## src/rtl/pad_poller_pkg.sv

```systemverilog
// Shared types and constants for the serial game-pad poller.
package pad_poller_pkg;

  typedef enum logic [2:0] {
    IDLE,
    LATCH,
    SETTLE,
    CLK_HI,
    CLK_LO,
    DONE,
    GAP
  } state_e;

  localparam int unsigned MIN_HALF_PERIOD = 3;
  localparam int unsigned NES_BITS        = 8;
  localparam int unsigned SNES_BITS       = 16;

  // Larger of two unsigned values, used to size the shared phase timer.
  function automatic int unsigned max_u(input int unsigned a, input int unsigned b);
    return (a > b) ? a : b;
  endfunction

endpackage

```

## src/rtl/pad_poller_if.sv

```systemverilog
// Pad-side pins and game-side results of the pad poller.
interface pad_poller_if
  import pad_poller_pkg::*;
#(
  parameter int unsigned NUM_PADS = 2,
  parameter int unsigned NUM_BITS = NES_BITS
);
  logic                         enable;
  logic [NUM_PADS-1:0]          data;
  logic                         latch;
  logic                         pad_clk;
  logic [NUM_PADS*NUM_BITS-1:0] buttons;
  logic [NUM_PADS*NUM_BITS-1:0] pressed;
  logic                         valid;
  logic                         busy;

  modport master (
    input  enable, data,
    output latch, pad_clk, buttons, pressed, valid, busy
  );

  modport slave (
    output enable, data,
    input  latch, pad_clk, buttons, pressed, valid, busy
  );
endinterface

```

## src/rtl/pad_sync.sv

```systemverilog
// Two-flop synchroniser; resets to the released (high) pad level.
module pad_sync #(
  parameter int unsigned WIDTH = 1
) (
  input  logic             clk,
  input  logic             rst,
  input  logic [WIDTH-1:0] d,
  output logic [WIDTH-1:0] q
);
  logic [WIDTH-1:0] meta;

  // Two-stage capture of the asynchronous pad lines.
  always_ff @(posedge clk or posedge rst) begin
    if (rst) begin
      meta <= '1;
      q    <= '1;
    end else begin
      meta <= d;
      q    <= meta;
    end
  end
endmodule

```

## src/rtl/pad_poller.sv

```systemverilog
// Polls NUM_PADS serial pads over a shared latch/clock and publishes
// button vectors atomically at the end of each poll.
module pad_poller
  import pad_poller_pkg::*;
#(
  parameter int unsigned NUM_PADS    = 2,
  parameter int unsigned NUM_BITS    = NES_BITS,
  parameter int unsigned HALF_PERIOD = 4,
  parameter int unsigned POLL_GAP    = 64
) (
  input  logic          clk_900KHz,
  input  logic          reset,
  pad_poller_if.master  bus
);
  localparam int unsigned TOT  = NUM_PADS * NUM_BITS;
  localparam int unsigned TMAX = max_u(2 * HALF_PERIOD, POLL_GAP);
  localparam int unsigned TW   = $clog2(TMAX);
  localparam int unsigned BW   = (NUM_BITS > 1) ? $clog2(NUM_BITS) : 1;

  localparam logic [TW-1:0] T_LATCH = TW'(2 * HALF_PERIOD - 1);
  localparam logic [TW-1:0] T_HALF  = TW'(HALF_PERIOD - 1);
  localparam logic [TW-1:0] T_GAP   = TW'(POLL_GAP - 1);
  localparam logic [BW-1:0] B_LAST  = BW'(NUM_BITS - 1);

  state_e              state;
  logic [TW-1:0]       timer;
  logic [BW-1:0]       bit_idx;
  logic [NUM_PADS-1:0] sync_q;
  logic [TOT-1:0]      shadow;
  logic                sample_c;

  pad_sync #(.WIDTH(NUM_PADS)) u_sync (
    .clk (clk_900KHz),
    .rst (reset),
    .d   (bus.data),
    .q   (sync_q)
  );

  // A bit is taken on the last cycle of SETTLE (bit 0) and of each CLK_LO.
  always_comb begin
    sample_c = ((state == SETTLE) || (state == CLK_LO)) && (timer == T_HALF);
  end

  // Per-pad shadow lane; inverted because pad data is active-low.
  for (genvar g = 0; g < NUM_PADS; g++) begin : g_lane
    logic [NUM_BITS-1:0] lane;

    // Capture the current bit of this pad into its lane.
    always_ff @(posedge clk_900KHz or posedge reset) begin
      if (reset) begin
        lane <= '0;
      end else if (sample_c) begin
        lane[bit_idx] <= ~sync_q[g];
      end
    end

    assign shadow[g*NUM_BITS +: NUM_BITS] = lane;
  end

  // Poll sequencer with registered pin and result outputs.
  always_ff @(posedge clk_900KHz or posedge reset) begin
    if (reset) begin
      state       <= IDLE;
      timer       <= '0;
      bit_idx     <= '0;
      bus.latch   <= 1'b0;
      bus.pad_clk <= 1'b0;
      bus.busy    <= 1'b0;
      bus.valid   <= 1'b0;
      bus.buttons <= '0;
      bus.pressed <= '0;
    end else begin
      bus.latch   <= (state == LATCH);
      bus.pad_clk <= (state == CLK_HI);
      bus.busy    <= (state == LATCH) || (state == SETTLE) || (state == CLK_HI) ||
                     (state == CLK_LO) || (state == DONE);
      bus.valid   <= (state == DONE);
      bus.pressed <= '0;

      case (state)
        IDLE: begin
          if (bus.enable) begin
            state   <= LATCH;
            timer   <= '0;
            bit_idx <= '0;
          end
        end
        LATCH: begin
          if (timer == T_LATCH) begin
            state <= SETTLE;
            timer <= '0;
          end else begin
            timer <= timer + 1'b1;
          end
        end
        SETTLE: begin
          if (timer == T_HALF) begin
            state   <= CLK_HI;
            timer   <= '0;
            bit_idx <= bit_idx + 1'b1;
          end else begin
            timer <= timer + 1'b1;
          end
        end
        CLK_HI: begin
          if (timer == T_HALF) begin
            state <= CLK_LO;
            timer <= '0;
          end else begin
            timer <= timer + 1'b1;
          end
        end
        CLK_LO: begin
          if (timer == T_HALF) begin
            timer <= '0;
            if (bit_idx == B_LAST) begin
              state <= DONE;
            end else begin
              state   <= CLK_HI;
              bit_idx <= bit_idx + 1'b1;
            end
          end else begin
            timer <= timer + 1'b1;
          end
        end
        DONE: begin
          bus.buttons <= shadow;
          bus.pressed <= shadow & ~bus.buttons;
          state       <= GAP;
          timer       <= '0;
        end
        GAP: begin
          if (timer == T_GAP) begin
            state   <= bus.enable ? LATCH : IDLE;
            timer   <= '0;
            bit_idx <= '0;
          end else begin
            timer <= timer + 1'b1;
          end
        end
        default: state <= IDLE;
      endcase
    end
  end
endmodule

```

## src/flat_wrapper.sv

```systemverilog
// flat-port wrapper written by rule: the top's interface ports become plain ports
module pad_poller_flat import pad_poller_pkg::*;
#(
  parameter int unsigned NUM_PADS    = 2,
  parameter int unsigned NUM_BITS    = NES_BITS,
  parameter int unsigned HALF_PERIOD = 4,
  parameter int unsigned POLL_GAP    = 64
)
  (clk_900KHz, reset, bus_enable, bus_data, bus_latch, bus_pad_clk, bus_buttons, bus_pressed, bus_valid, bus_busy);
  pad_poller_if #(.NUM_PADS(NUM_PADS), .NUM_BITS(NUM_BITS)) bus_i ();
  input  logic clk_900KHz;
  input  logic reset;
  input wire logic [$bits(bus_i.enable)-1:0] bus_enable;
  input wire logic [$bits(bus_i.data)-1:0] bus_data;
  output wire logic [$bits(bus_i.latch)-1:0] bus_latch;
  output wire logic [$bits(bus_i.pad_clk)-1:0] bus_pad_clk;
  output wire logic [$bits(bus_i.buttons)-1:0] bus_buttons;
  output wire logic [$bits(bus_i.pressed)-1:0] bus_pressed;
  output wire logic [$bits(bus_i.valid)-1:0] bus_valid;
  output wire logic [$bits(bus_i.busy)-1:0] bus_busy;
  assign bus_i.enable = bus_enable;
  assign bus_i.data = bus_data;
  assign bus_latch = bus_i.latch;
  assign bus_pad_clk = bus_i.pad_clk;
  assign bus_buttons = bus_i.buttons;
  assign bus_pressed = bus_i.pressed;
  assign bus_valid = bus_i.valid;
  assign bus_busy = bus_i.busy;
  pad_poller #(.NUM_PADS(NUM_PADS), .NUM_BITS(NUM_BITS), .HALF_PERIOD(HALF_PERIOD), .POLL_GAP(POLL_GAP)) u_core (.clk_900KHz(clk_900KHz), .reset(reset), .bus(bus_i));
endmodule
```

## config.mk

```make
export PLATFORM = sky130hd
export DESIGN_NAME = pad_poller_flat
export DESIGN_NICKNAME = d
export VERILOG_FILES = /design/src/rtl/pad_poller_pkg.sv /design/src/rtl/pad_poller_if.sv /design/src/rtl/pad_sync.sv /design/src/rtl/pad_poller.sv /design/src/flat_wrapper.sv
export SDC_FILE = /design/constraint.sdc
export NUM_CORES = 1
export LEC_CHECK = 0
export ABC_AREA = 1
export BUFFER_PORTS_ARGS = -buffer_cell sky130_fd_sc_hd__buf_2
export CORE_UTILIZATION = 56
export CTS_CLUSTER_SIZE = 20
export DETAILED_ROUTE_END_ITERATION = 6
export GPL_TIMING_DRIVEN = 0
export PLACE_DENSITY = 0.78
export SKIP_CTS_REPAIR_TIMING = 1
export SLEW_MARGIN = 30
export SYNTH_ARGS = -nofsm -noshare
export SYNTH_HDL_FRONTEND = slang
export SYNTH_HIERARCHICAL = 1
export SYNTH_SLANG_ARGS = --single-unit
```

## constraint.sdc

```tcl
create_clock -name clk_900KHz -period 1.9 [get_ports clk_900KHz]
set_input_delay 0.095 -clock clk_900KHz [delete_from_list [all_inputs] [get_ports clk_900KHz]]
set_output_delay 0.095 -clock clk_900KHz [all_outputs]
set_load 0.02 [all_outputs]
```

==> results.toml, run 1 <==
[outcome]
status = "finished clean"

[synth]
yosys_register_bits = 68
synth_common_cells = "nand2_1 (98), dfrtp_1 (64), nor2_1 (30), inv_1 (20), o21ai_1 (17)"
ys_seq_area_share_pct = 59.6
synthTopCellsByArea = "dfrtp_1 (56%), nand2_1 (13%), nor2_1 (3.9%), dfstp_2 (3.7%), nand2_2 (3.1%)"
synth.most_common_cell = "nand2_1"
synth_ff_type = "dfrtp_1"
yosys.area.top_type_share_pct = 55.9
syn_area_um2 = 2870
async_flop_share_pct = 100
synth.distinct_cells = 27
yosys.area.top_type = "dfrtp_1"
yosysWarnings = 6
syn_nets = 321
syn_avg_cell_area_um2 = 9.15
synth_enable_flop_cells = 0
netlist_instances = 313

[clocking]
path_clk_slew_ns = 0.07
cts.sinks = 68
clockBufferDepth = 2
insertion_delay_ns = 0.34
cts_max_level = 3
numCtsBuffers = 9
cts_tree = "built"
cts-root-buf = "clkbuf_8"

[sta]
rsz0062_at_grt = "false"
fin_crit_sh_pct = 83.6
finalSetupViolations = 0
clock_skew_ns = 0.00712
tightest_slew_ns = 0.386
hold_viol = 0
tns_ns = 0
fmax_mhz = 629
min_period_ns = 1.59
maxSlewHeadroom_pct = 74.2
fin_hold_ws_ns = 0.148
fin_ws_ns = 0.311
drv_slew = 0

[placement]
io_buffer_count = 40
dp_hpwl_um = 3790
dp_worst_setup_slack_ns = 0.336
dp_cells = 421
gp_congestion = 0.861

[route]
wirelength_um = 5360
drt-initial-drc-count = 128
route.detailed.wl_per_inst_um = 12.2
drc = 0
via_per_inst = 5.05
ant_nets = 0
dr.pass1.iters = 4
via_count = 2222

[cells_and_area]
regArea_um2 = 1710
diodes = 0
final_cells = 440
finalNetCount = 376
area_growth_pct = 18.5
multi_input_area_um2 = 1020
nFillCells = 386
layout-drive-gt1-share_pct = 26.3

[setup_path]
arrival_ns = 1.81
end_kind = "flip-flop"
worst-setup-path-type = "reg2reg"
crit_fanout = 7
cp_data_required_time_ns = 2.13
startpoint_type = "flip-flop"

[power]
power_density_nw_per_um2 = 784
p_total_mw = 2.66
power.leakage_nw = 1.87
irDropWorstVdd_mv = 0.497

[floorplan]
dieArea_um2 = 5410
die_w_um = 73.5
die_h_um = 73.5
io_pins = 41
rows = 25
start_util_pct = 59.5
core-area_um2 = 4820

[global_routing]
grt_max_degree = 35
antenna_found_initial = 0
grt_pass1_wl_um = 8950
grt_pass1_vias = 1980
grt_overflow = 0
grt_usage_pct = 22.6

[worst_hold_path]
hold_path.class = "in2reg"

[flow_run]
cap_violations = 0
## path summary, 6_finish.rpt
kind                            slack, ns  cells past startpoint                            start                                   end
worst max register to register       0.31                      8      u_core/timer[0]$_DFFE_PP0P_         u_core/bit_idx[1]$_DFFE_PP0P_
worst min register to register       0.36                      0  u_core/u_sync/meta[0]$_DFF_PP1_          u_core/u_sync/q[0]$_DFF_PP1_
max in group asynchronous            1.09                      4                            reset          u_core/bus.pad_clk$_DFF_PP0_
min in group asynchronous            0.30                      3                            reset  u_core/g_lane[1].lane[0]$_DFFE_PP0P_
worst min-delay path                 0.15                      5                       bus_enable           u_core/state[0]$_DFFE_PP0P_
worst max-delay path                 0.31                      8      u_core/timer[0]$_DFFE_PP0P_         u_core/bit_idx[1]$_DFFE_PP0P_
## sequential cells by signal, summed over array words and instances, names as in the netlist, 2 cells and up
name                flops
u_core/state            3
u_core/u_sync/q         2
u_core/bus.buttons     16
u_core/g_lane.lane     16
u_core/bus.pressed     16
u_core/timer            6
u_core/u_sync/meta      2
u_core/bit_idx          3
## routing by layer
metal | vias to the layer above | GRT usage [%] | wire, µm
met5 | - | 0 | 0
met4 | 0 | 9.62 | 83
met3 | 8 | 7.00 | 234
met2 | 55 | 33.8 | 2540
met1 | 1053 | 30.6 | 2500
li1 | 1106 | - | -
## cell type report
type / count / area share [%]
Sequential cell: 68 / 50.3
Multi-Input combinational cell: 213 / 30.2
Tap cell: 67 / 2.47
Inverter: 28 / 3.24
Clock buffer: 12 / 4.27
Clock inverter: 4 / 1.44
Buffer: 4 / 0.774
Timing Repair Buffer: 44 / 7.37
## power breakdown
part           internal, mW  switching, mW  leakage (nW)
registers              1.46        0.00579         0.916
clock network         0.641          0.517         0.100
logic                0.0122         0.0308         0.856
total                  2.11          0.554          1.87
## stage by stage
stage / instance area, µm² / util (%)
after floorplan: 2870 / -
after global placement: 3150 / 65.4
after detailed placement: 3170 / 65.8
after CTS: 3370 / 69.9
after global routing: 3400 / 70.5
final: 3400 / 70.5
## worst max-delay path, cell delays in order (launching register included)
cell and delay (ns):
dfrtp_1 0.44, ha_1 0.27, nand3_2 0.20, nand2_1 0.11
nand2_1 0.09, nor2_2 0.17, nand2_2 0.09, nand2_1 0.06
nand2_1 0.05
## placed cells by master (no fill, tap or decap), types with 4 or more instances in the layout
master	netlist	routed
nand4_1	6	6
dfstp_2	4	4
dfrtp_1	64	64
inv_1	20	19
nand2_2	14	14
nand3_2	5	5
buf_2	3	43
inv_2	7	7
nor3_1	4	4
o21ai_1	17	17
nand2_1	98	98
nor2_1	30	30
nand3_1	16	16
clkbuf_8	0	10
## cell families after synthesis
logic type / after synthesis / share of synthesized area (%)
adder cells (fa/ha/maj): 3 / 1.31
buffers and inverters: 32 / 4.67
AND/OR/NAND/NOR: 183 / 29.0
AO/OA/AOI/OAI: 26 / 5.11
XOR/XNOR: 1 / 0.306
flip-flops: 68 / 59.6
(Power assumes the default switching activity.)
==> run 2: changes to the inputs <==
Clock period 1.9 ns to 1.5 ns, I/O delays scaled along.
==> run 2 against run 1 <==
Net effect: sequential cell count unchanged; clock power increased by 29%; sequential power increased by 27%; first-iteration DRC count increased by 20%; hold slack got worse by 0.037 ns; register-to-register slack got worse by 0.29 ns; clock-buffer cell count decreased by 2; total power increased by 28%; global-route usage increased by 0.21 points; clock skew increased by 0.00078 ns.
==> results.toml, run 2 (synthesis results as in run 1) <==
[setup_path]
end_kind = "flip-flop"
crit_fanout = 4
startpoint_type = "flip-flop"
cp_data_required_time_ns = 1.74
arrival_ns = 1.72
reg2reg_slack_ns = 0.02
r2r.worst_path.cells = 10
worst-setup-path-type = "reg2reg"

[floorplan]
dieArea_um2 = 5410
die_w_um = 73.5
io_pins = 41
start_util_pct = 59.5
die_h_um = 73.5
core-area_um2 = 4820
rows = 25

[sta]
tightest_slew_ns = 0.446
fin_ws_ns = 0.0192
finalSetupViolations = 0
hold_viol = 0
min_period_ns = 1.48
fmax_mhz = 675
fin_crit_sh_pct = 98.7
maxSlewHeadroom_pct = 70.2
drv_slew = 0
clock_skew_ns = 0.00790

[cells_and_area]
reg_top3 = "u_core/bus.buttons (16), u_core/bus.pressed (16), u_core/g_lane.lane (16)"
mostFrequentLayoutCells = "nand2_1 (96), dfrtp_1 (57), buf_2 (42)"
regArea_um2 = 1720
diodes = 0
finalNetCount = 383
fin_util_pct = 73.9
multi_input_area_um2 = 1090
layout_commonest_cell = "nand2_1"
final_cells = 447
layout-drive-gt1-share_pct = 31.6
area_growth_pct = 24.2
nFillCells = 364

[placement]
dp_hpwl_um = 3840
gp_congestion = 0.857
dp_cells = 422
io_buffer_count = 40
dp_worst_setup_slack_ns = -0.0789

[route]
via_per_inst = 5.01
ant_nets = 0
route.detailed.wl_per_inst_um = 12.8
wirelength_um = 5740
dr.pass1.iters = 4
drc = 0
via_count = 2240
drt-initial-drc-count = 153

[clocking]
cts-root-buf = "clkbuf_8"
numCtsBuffers = 9
cts_tree = "built"
path_clk_slew_ns = 0.07
clockBufferDepth = 2
insertion_delay_ns = 0.35
cts_max_level = 3
cts.sinks = 68

[global_routing]
grt_max_degree = 26
grt_pass1_wl_um = 9110
grt_pass1_vias = 2062
grt_overflow = 0
grt_usage_pct = 22.8
antenna_found_initial = 0

[power]
power_density_nw_per_um2 = 959
power.leakage_nw = 1.91
irDropWorstVdd_mv = 0.716

[outcome]
status = "finished clean"

[worst_hold_path]
hold_path.class = "in2reg"
hold_depth = 5

[flow_run]
cap_violations = 0
[run 2: cell count changes in the layout (fill, tap and decap cells not counted), sizes merged]
| cell | previous run | this run |
|---|---|---|
| buf | 45 | 52 |
| clkbuf | 12 | 10 |
| inv | 28 | 27 |
| clkinvlp | 0 | 3 |
[run 2: worst max-delay path: stages (launching register included)]
cell     delay, ns
dfrtp_1       0.40
ha_4          0.18
nand2_1       0.06
inv_1         0.08
nand3_1       0.12
nand2_1       0.12
nand2_2       0.09
nor2_4        0.15
nand2_1       0.07
nand2_1       0.06
nand2_1       0.05
[run 2: path summary, 6_finish.rpt]
path                                            startpoint                                    to
max                            u_core/timer[1]$_DFFE_PP0P_           u_core/state[1]$_DFFE_PP0P_
min                                             bus_enable           u_core/state[0]$_DFFE_PP0P_
max reg2reg                    u_core/timer[1]$_DFFE_PP0P_           u_core/state[1]$_DFFE_PP0P_
min reg2reg                u_core/u_sync/meta[1]$_DFF_PP1_          u_core/u_sync/q[1]$_DFF_PP1_
max in group asynchronous                            reset           u_core/state[1]$_DFFE_PP0P_
min in group asynchronous                            reset  u_core/g_lane[0].lane[1]$_DFFE_PP0P_
[run 2: final cells by class]
| type | instances | area share, % |
|---|---|---|
| Timing Repair Buffer | 52 | 9.28 |
| Multi-Input combinational cell | 213 | 30.7 |
| Clock inverter | 6 | 1.79 |
| Inverter | 28 | 3.20 |
| Buffer | 3 | 0.598 |
| Tap cell | 67 | 2.36 |
| Sequential cell | 68 | 48.2 |
| Clock buffer | 10 | 3.87 |
[run 2: stage by stage]
step	setup TNS (ns)	cell area (µm²)	power, mW	hold WS [ns]
after floorplan	0	2870	1.91	0.0302
final	0	3560	3.41	0.111
after CTS	-0.660	3400	3.43	-0.250
after global routing	-0.145	3560	3.52	0.143
after detailed placement	-0.278	3200	1.94	0.123
after global placement	-0.158	3150	1.93	0.180
[run 2: report_power, final]
group          switching, mW  internal [mW]  total [mW]
clock network          0.690          0.808        1.50
registers            0.00711           1.84        1.85
logic                 0.0400         0.0225      0.0625
total                  0.737           2.67        3.41
[run 2: routing by layer]
metal	routed length (µm)	up-vias	global-route usage (%)
met1	2690	1055	30.9
li1	-	1114	-
met2	2720	62	34.0
met5	0	-	0
met3	234	9	6.04
met4	91	0	11.3
